### config.mk
export PLATFORM = sky130hd
export DESIGN_NAME = ads8864_block_averager
export DESIGN_NICKNAME = d
export VERILOG_FILES = /design/src/rtl/ads8864_block_averager.sv
export SDC_FILE = /design/constraint.sdc
export NUM_CORES = 1
export LEC_CHECK = 0
export ABC_AREA = 1
export CAP_MARGIN = 20
export CORE_ASPECT_RATIO = 0.8
export CORE_MARGIN = 4
export CORE_UTILIZATION = 59
export DETAILED_ROUTE_END_ITERATION = 10
export PLACE_DENSITY = 0.82
export SLEW_MARGIN = 20
export SYNTH_ARGS = -nofsm -noshare
export SYNTH_HDL_FRONTEND = slang
export SYNTH_SLANG_ARGS = --single-unit
### constraint.sdc
create_clock -name SYSCLK -period 5.7 [get_ports SYSCLK]
set_input_delay 0.855 -clock SYSCLK [delete_from_list [all_inputs] [get_ports SYSCLK]]
set_output_delay 0.855 -clock SYSCLK [all_outputs]
set_load 0.05 [all_outputs]
### src/rtl/ads8864_block_averager.sv
// Block averager for the ADS8864 sample stream: averages 2^n consecutive codes and
// writes {average, peak-to-peak span} into the sample RAM through a wrapping port.
module ads8864_block_averager #(
  parameter int MAX_LOG2N = 8,
  parameter int ADDR_W    = 10
) (
  input  logic              SYSCLK,
  input  logic              RESET,
  input  logic              ENABLE,
  input  logic              CLEAR,
  input  logic [3:0]        CFG_LOG2N,
  input  logic [15:0]       SMP_DATA,
  input  logic              SMP_VALID,
  output logic [15:0]       AVG_DATA,
  output logic              AVG_VALID,
  output logic              RAM_WE,
  output logic [ADDR_W-1:0] RAM_ADDR,
  output logic [31:0]       RAM_DI,
  output logic              WRAPPED,
  output logic              BUSY
);

  localparam int         ACC_W = 16 + MAX_LOG2N;
  localparam logic [3:0] MAX_N = 4'(MAX_LOG2N);

  typedef enum logic {
    IDLE,
    ACCUM
  } state_t;

  state_t                 state_q;
  state_t                 state_d;
  logic                   accept;

  logic [ACC_W-1:0]       acc_q;
  logic [MAX_LOG2N-1:0]   cnt_q;
  logic [3:0]             n_q;
  logic [15:0]            min_q;
  logic [15:0]            max_q;
  logic [15:0]            avg_q;
  logic [31:0]            di_q;
  logic                   valid_q;
  logic [ADDR_W-1:0]      addr_q;
  logic                   wrap_q;

  logic                   first;
  logic [3:0]             eff_n;
  logic [MAX_LOG2N-1:0]   last_cnt;
  logic                   last;
  logic [ACC_W-1:0]       acc_base;
  logic [ACC_W-1:0]       sum;
  logic [15:0]            min_base;
  logic [15:0]            max_base;
  logic [15:0]            min_next;
  logic [15:0]            max_next;
  logic [15:0]            avg_next;
  logic [15:0]            span_next;

  always_ff @(posedge SYSCLK) begin
    if (RESET) state_q <= IDLE;
    else       state_q <= state_d;
  end

  always_comb begin
    state_d = state_q;
    accept  = 1'b0;
    case (state_q)
      IDLE: begin
        if (ENABLE) state_d = ACCUM;
      end
      ACCUM: begin
        if (!ENABLE) state_d = IDLE;
        else         accept  = SMP_VALID;
      end
      default: state_d = IDLE;
    endcase
  end

  // The block length is frozen on the first sample, so CFG_LOG2N only matters when cnt is 0.
  always_comb begin
    first     = (cnt_q == '0);
    eff_n     = first ? ((CFG_LOG2N > MAX_N) ? MAX_N : CFG_LOG2N) : n_q;
    last_cnt  = ~({MAX_LOG2N{1'b1}} << eff_n);
    last      = accept && (cnt_q == last_cnt);
    acc_base  = first ? '0 : acc_q;
    sum       = acc_base + {{MAX_LOG2N{1'b0}}, SMP_DATA};
    min_base  = first ? SMP_DATA : min_q;
    max_base  = first ? SMP_DATA : max_q;
    min_next  = (SMP_DATA < min_base) ? SMP_DATA : min_base;
    max_next  = (SMP_DATA > max_base) ? SMP_DATA : max_base;
    avg_next  = 16'(sum >> eff_n);
    span_next = max_next - min_next;
  end

  // The closing sample rewinds the counter on the same edge, so back-to-back blocks lose nothing.
  always_ff @(posedge SYSCLK) begin
    if (RESET) begin
      acc_q   <= '0;
      cnt_q   <= '0;
      n_q     <= '0;
      min_q   <= '0;
      max_q   <= '0;
      avg_q   <= '0;
      di_q    <= '0;
      valid_q <= 1'b0;
      addr_q  <= '0;
      wrap_q  <= 1'b0;
    end else if (CLEAR) begin
      acc_q   <= '0;
      cnt_q   <= '0;
      min_q   <= '0;
      max_q   <= '0;
      valid_q <= 1'b0;
      addr_q  <= '0;
      wrap_q  <= 1'b0;
    end else begin
      valid_q <= 1'b0;
      if (valid_q) begin
        addr_q <= addr_q + ADDR_W'(1);
        if (addr_q == '1) wrap_q <= 1'b1;
      end
      if (!ENABLE) begin
        acc_q <= '0;
        cnt_q <= '0;
        min_q <= '0;
        max_q <= '0;
      end else if (accept) begin
        n_q <= eff_n;
        if (last) begin
          acc_q   <= '0;
          cnt_q   <= '0;
          min_q   <= '0;
          max_q   <= '0;
          avg_q   <= avg_next;
          di_q    <= {avg_next, span_next};
          valid_q <= 1'b1;
        end else begin
          acc_q <= sum;
          cnt_q <= cnt_q + MAX_LOG2N'(1);
          min_q <= min_next;
          max_q <= max_next;
        end
      end
    end
  end

  assign AVG_DATA  = avg_q;
  assign AVG_VALID = valid_q;
  assign RAM_WE    = valid_q;
  assign RAM_ADDR  = addr_q;
  assign RAM_DI    = di_q;
  assign WRAPPED   = wrap_q;
  assign BUSY      = (cnt_q != '0);

endmodule

# Word-level counts from Yosys, hierarchy flattened
# Index checks and enable logic that the tools add are counted.
# Widths: inputs -> output; s select.
# totals
regBits,129
input_bits,25
# classes
add_sub_neg,4
reduce_logical,9
n_shift,2
n_mux,15
n_bitwise,4
n_lt_le_gt_ge,3
n_eq_ne,2
# ops
operator,n
$mux 16,6
$mux 24,2
$add 24x16->24,1
$shr 24x4->16,1
$gt 16x16->1,1
$lt 16x16->1,1
$sub 16x16->16,1
$add 10x1->10 const B,1
$eq 10x10->1 const B,1
$add 8x1->8 const B,1
$eq 8x8->1,1
$logic_not 8->1,1
$mux 4,2
$mux 8,1
$not 8->8,1
$reduce_bool 8->1,1
$shl 8x4->8 const A,1
$gt 4x4->1 const B,1
$mux 1,4
$reduce_and 4->1,1
$reduce_or 4->1,1
$not 1->1,3
$reduce_and 3->1,1
$reduce_or 3->1,1
3 further kinds,3

# Depth between registers and ports, before layout
# depth
word_depth,8
ltp_mapped,38
mapped_depth_nobuf,34

# Worst setup path before layout
# OpenSTA, ideal clock, no wires.
# synth_timing
path_kind,reg-to-reg
start,register cnt_q[1]
end,"register di_q[13], in the netlist RAM_DI[13]"
path_buffers,6
arrival_ns,5.117
path_slack_ns,0.474
path_stages_with_launch,33
path_cell_list,dfxtp_1 > inv_1 > ha_1 > nand2_1 > nor2_2 > nand2_4 > buf_6 > buf_2 > buf_1 > clkbuf_1 > a21oi_1 > ha_1 > nand4_1 > nor3_1 > nand4_1 > nand2_1 > buf_4 > inv_1 > clkbuf_1 > o21ai_0 > ha_1 > inv_1 > nor2_1 > o21ai_0 > nand2_1 > nand2_1 > nand2_1 > nand3_1 > nand3_1 > nand2_1 > nand3_1 > nand2_1 > inv_1
# synth_between
elab_chain_len,7
# synth_lines
element,line_no,rtl
from (decl),36,logic [MAX_LOG2N-1:0] cnt_q;
from (signal assigned),139,cnt_q <= cnt_q + MAX_LOG2N'(1);
"parallel branches: the longest is 7 deep, another holds $gt 16x16->1",n/a,
to (signal assigned),135,"di_q <= {avg_next, span_next};"
to (decl),41,logic [31:0] di_q;
# Several ways; the timed one is not identified.
# A chain may end at the register's enable or synchronous reset.

# Worst setup path after layout
# layout_timing
start,register cnt_q[1]
end,"register di_q[5], in the netlist RAM_DI[5]"
# Same word-level chain as after synthesis.

==> flow_summary.toml <==
[job]
drv_cap = 0

[logic_synthesis]
synth_top_cell_by_area = "dfxtp_1"
netlist_instances = 1448
syn_area_um2 = 8850
ys.flop_type = "dfxtp_1"
yosys_warnings = 0
synthArstFlopShare_pct = 0
syn_area_per_cell_um2 = 6.12
synth-edff-count = 0
yosysSeqAreaShare_pct = 25.5
synth.top_cell.area_share_pct = 25.5
synth_fp_nets = 1532
synthTopCellsByArea = "dfxtp_1 26%, nand2_1 17%, ha_1 8.1%, a21oi_1 7.6%, inv_1 7.3%"
synth_seq_cells = 113
synth.distinct_cells = 50

[floorplan]
io-pin-count = 87
rows = 39
start_util_pct = 61.1
dieArea_um2 = 17000
coreArea_um2 = 14500
dieWidth_um = 145
fp.dieH_um = 118

[sta]
timing.fmax_mhz = 204
drv_slew = 0
clock_skew_ns = 0.00522
max-slew-margin-rel_pct = 37.9
grt_setup_unrepaired = "false"
worst_pin_slew_ns = 0.931
fin_crit_ns = 4.90
finalSetupTns_ns = 0
setup_violations = 0
fin_crit_sh_pct = 86.0
hold_viol = 0

[route]
antenna_left = 0
drt_wl_total_mm = 25.7
vias = 9584
drc_errors = 0
avgRoutedWirePerCell_um = 15.2
post_drt_via_cell_ratio = 5.65
dr.pass1.iters = 6
drtIter0Drc = 1147

[final_layout]
nets = 1583
postLayoutCellArea_um2 = 10300
final_cells = 1696
area_growth_pct = 16.4
drive_gt1_share_pct = 5.09
diodes = 0

[clock_tree]
cts_sinks = 113
cts-root-buf = "clkbuf_16"
ctsHtreeMaxLevel = 4
hold_buffers = 0
post-cts-setup-buffers = 0
path_clk_slew_ns = 0.05
cts_tree = "done"
clk-insertion-delay-late_ns = 0.43
cts_buffers = 17
cts_resized = 0
cts.path.max_buffers = 2

[power]
power_mw = 2.49
power_switching_mw = 0.772
power_leakage_nw = 4.69
pwr-share-seq_pct = 31.9
switching_share_pct = 31.1
internal_power_mw = 1.71
p_clk_share_pct = 45.3
power_density_nw_per_um2 = 241
ir_worst_vdd_mv = 0.204
combPwrFrac_pct = 22.8

[setup_path]
worstPathRequired_ns = 6.01
worst_ep_arrival_time_ns = 5.21
criticalPathCategory = "reg -> reg"
endpoint_kind = "flop"
start_kind = "flop"
crit_fanout = 25

[placed_design]
gp_congestion = 1.01
port_buffers = 86
placed_cell_area_um2 = 9690
dp_hpwl_mm = 19.2
place_inst = 1664

[status]
outcome = "completed"

[global_route]
grt_max_degree = 58
overflow = 0
grtUsageTotal_pct = 30.1
grt_pass1_vias = 8753
grt_pass1_wl_mm = 42.8
antenna_found_initial = 0

[hold_path]
hp-class = "reg -> reg"
critical path, cell delays in order (launching register included):
cell and delay, ns:
dfxtp_1 0.41, inv_1 0.06, ha_1 0.17, nand2_1 0.07
nor2_2 0.05, nand2_4 0.23, buf_4 0.31, nor2_1 0.09
a21oi_1 0.27, ha_1 0.31, a21oi_1 0.15, o21a_1 0.15
o221a_2 0.19, nand2_2 0.18, nand2_1 0.13, inv_1 0.21
o21ai_0 0.50, ha_1 0.32, inv_1 0.05, nor2_1 0.03
o21ai_0 0.14, nand2_1 0.11, nand2_1 0.11, nand2_1 0.10
xor2_1 0.15, o21ai_0 0.20, inv_1 0.07
final timing paths:
| kind | end | slack, ns | startpoint | cells past startpoint |
|---|---|---|---|---|
| max | RAM_DI[5] | 0.80 | cnt_q[1] | 26 |
| max reg2reg | RAM_DI[5] | 0.80 | cnt_q[1] | 26 |
| min | acc_q[20] | 0.46 | acc_q[20] | 2 |
| min reg2reg | acc_q[20] | 0.46 | acc_q[20] | 2 |
sequential cells by signal, summed over array words and instances (netlist names):
register	cells
AVG_VALID	1
min_q	16
RAM_DI	16
max_q	16
n_q	4
WRAPPED	1
acc_q	24
cnt_q	8
RAM_ADDR	10
AVG_DATA	16
state_q	1
metrics by stage:
| stage | worst slack, ns | utilization (%) | hold slack, ns |
|---|---|---|---|
| 2_1_floorplan | 0.474 | - | 0.442 |
| 3_3_place_gp | 0.607 | 66.9 | 0.452 |
| 3_5_place_dp | 0.573 | 66.9 | 0.458 |
| 4_1_cts | 0.840 | 71.1 | 0.466 |
| 5_1_grt | 0.327 | 71.1 | 0.480 |
| 6_report | 0.800 | 71.1 | 0.463 |
layout by cell type, fill, tap and decap left out, types with 4 or more instances in the layout:
master	netlist	routed
nand2_2	4	5
xnor2_1	10	10
nand3_1	103	102
a22oi_1	10	10
nor2_1	150	150
dfxtp_1	113	113
o21ai_0	99	99
clkbuf_16	0	17
nor3_1	12	12
xor2_1	20	20
bufinv_16	0	4
nor2_4	4	4
a211oi_1	7	7
a31oi_1	9	9
ha_1	57	57
clkinv_2	1	6
buf_4	20	19
o21ai_1	12	11
a21oi_1	134	134
nand4_1	13	13
nand2_1	394	393
inv_1	172	172
clkdlybuf4s50_1	0	86
inv_2	8	8
power groups by stage:
| stage | sequential (mW) | clock (mW) | combinational (mW) |
|---|---|---|---|
| 3_3_place_gp | 0.810 | 0 | 0.545 |
| 5_1_grt | 0.793 | 1.18 | 0.639 |
| 4_1_cts | 0.794 | 1.13 | 0.555 |
| 2_1_floorplan | 0.810 | 0 | 0.400 |
| 3_5_place_dp | 0.810 | 0 | 0.549 |
| 6_report | 0.794 | 1.13 | 0.566 |
synth_stat cells (3+ instances only):
library cell / instances
nand2_2: 4
nor2_1: 150
ha_1: 57
clkbuf_1: 30
a211oi_1: 7
nand2_1: 394
xnor2_1: 10
a21oi_1: 134
nand4_1: 13
o21ai_1: 12
nand3_1: 103
a22oi_1: 10
inv_1: 172
o211ai_1: 3
dfxtp_1: 113
inv_2: 8
and2_1: 3
nor2_4: 4
buf_6: 6
or2_2: 3
buf_4: 20
o21bai_1: 3
xor2_1: 20
buf_1: 5
nand3b_1: 3
a31oi_1: 9
buf_2: 12
o21ai_0: 99
nor3_1: 12
cell type report:
class	instances	area, um^2
inverter	183	688
fill	1244	4180
tap	184	230
clock inverter	11	161
multi-input combinational	1079	5510
clock buffer	21	450
sequential	113	2260
timing repair buffer	105	1000
cell families (layout without fill, tap and decap cells):
logic type / after synthesis / after routing / share of synthesized area (%)
AND/OR/NAND/NOR: 697 / 697 / 32.6
flip-flops: 113 / 113 / 25.5
multiplexers: 1 / 1 / 0.113
AO/OA/AOI/OAI: 292 / 292 / 17.9
buffers and inverters: 256 / 320 / 12.4
adder cells (fa/ha/maj): 59 / 59 / 8.51
XOR/XNOR: 30 / 30 / 2.97
routing by layer:
| layer | GRT usage, % | wire length, um | share of wire, % | vias to the layer above |
|---|---|---|---|---|
| li1 | - | - | - | 4782 |
| met1 | 39.6 | 11100 | 43 | 4314 |
| met2 | 49.4 | 11700 | 46 | 427 |
| met3 | 5.54 | 2180 | 8.5 | 61 |
| met4 | 11.5 | 679 | 2.6 | 0 |
| met5 | 0 | 0 | 0 | - |
No activity file was read; power rests on OpenSTA's default activity.
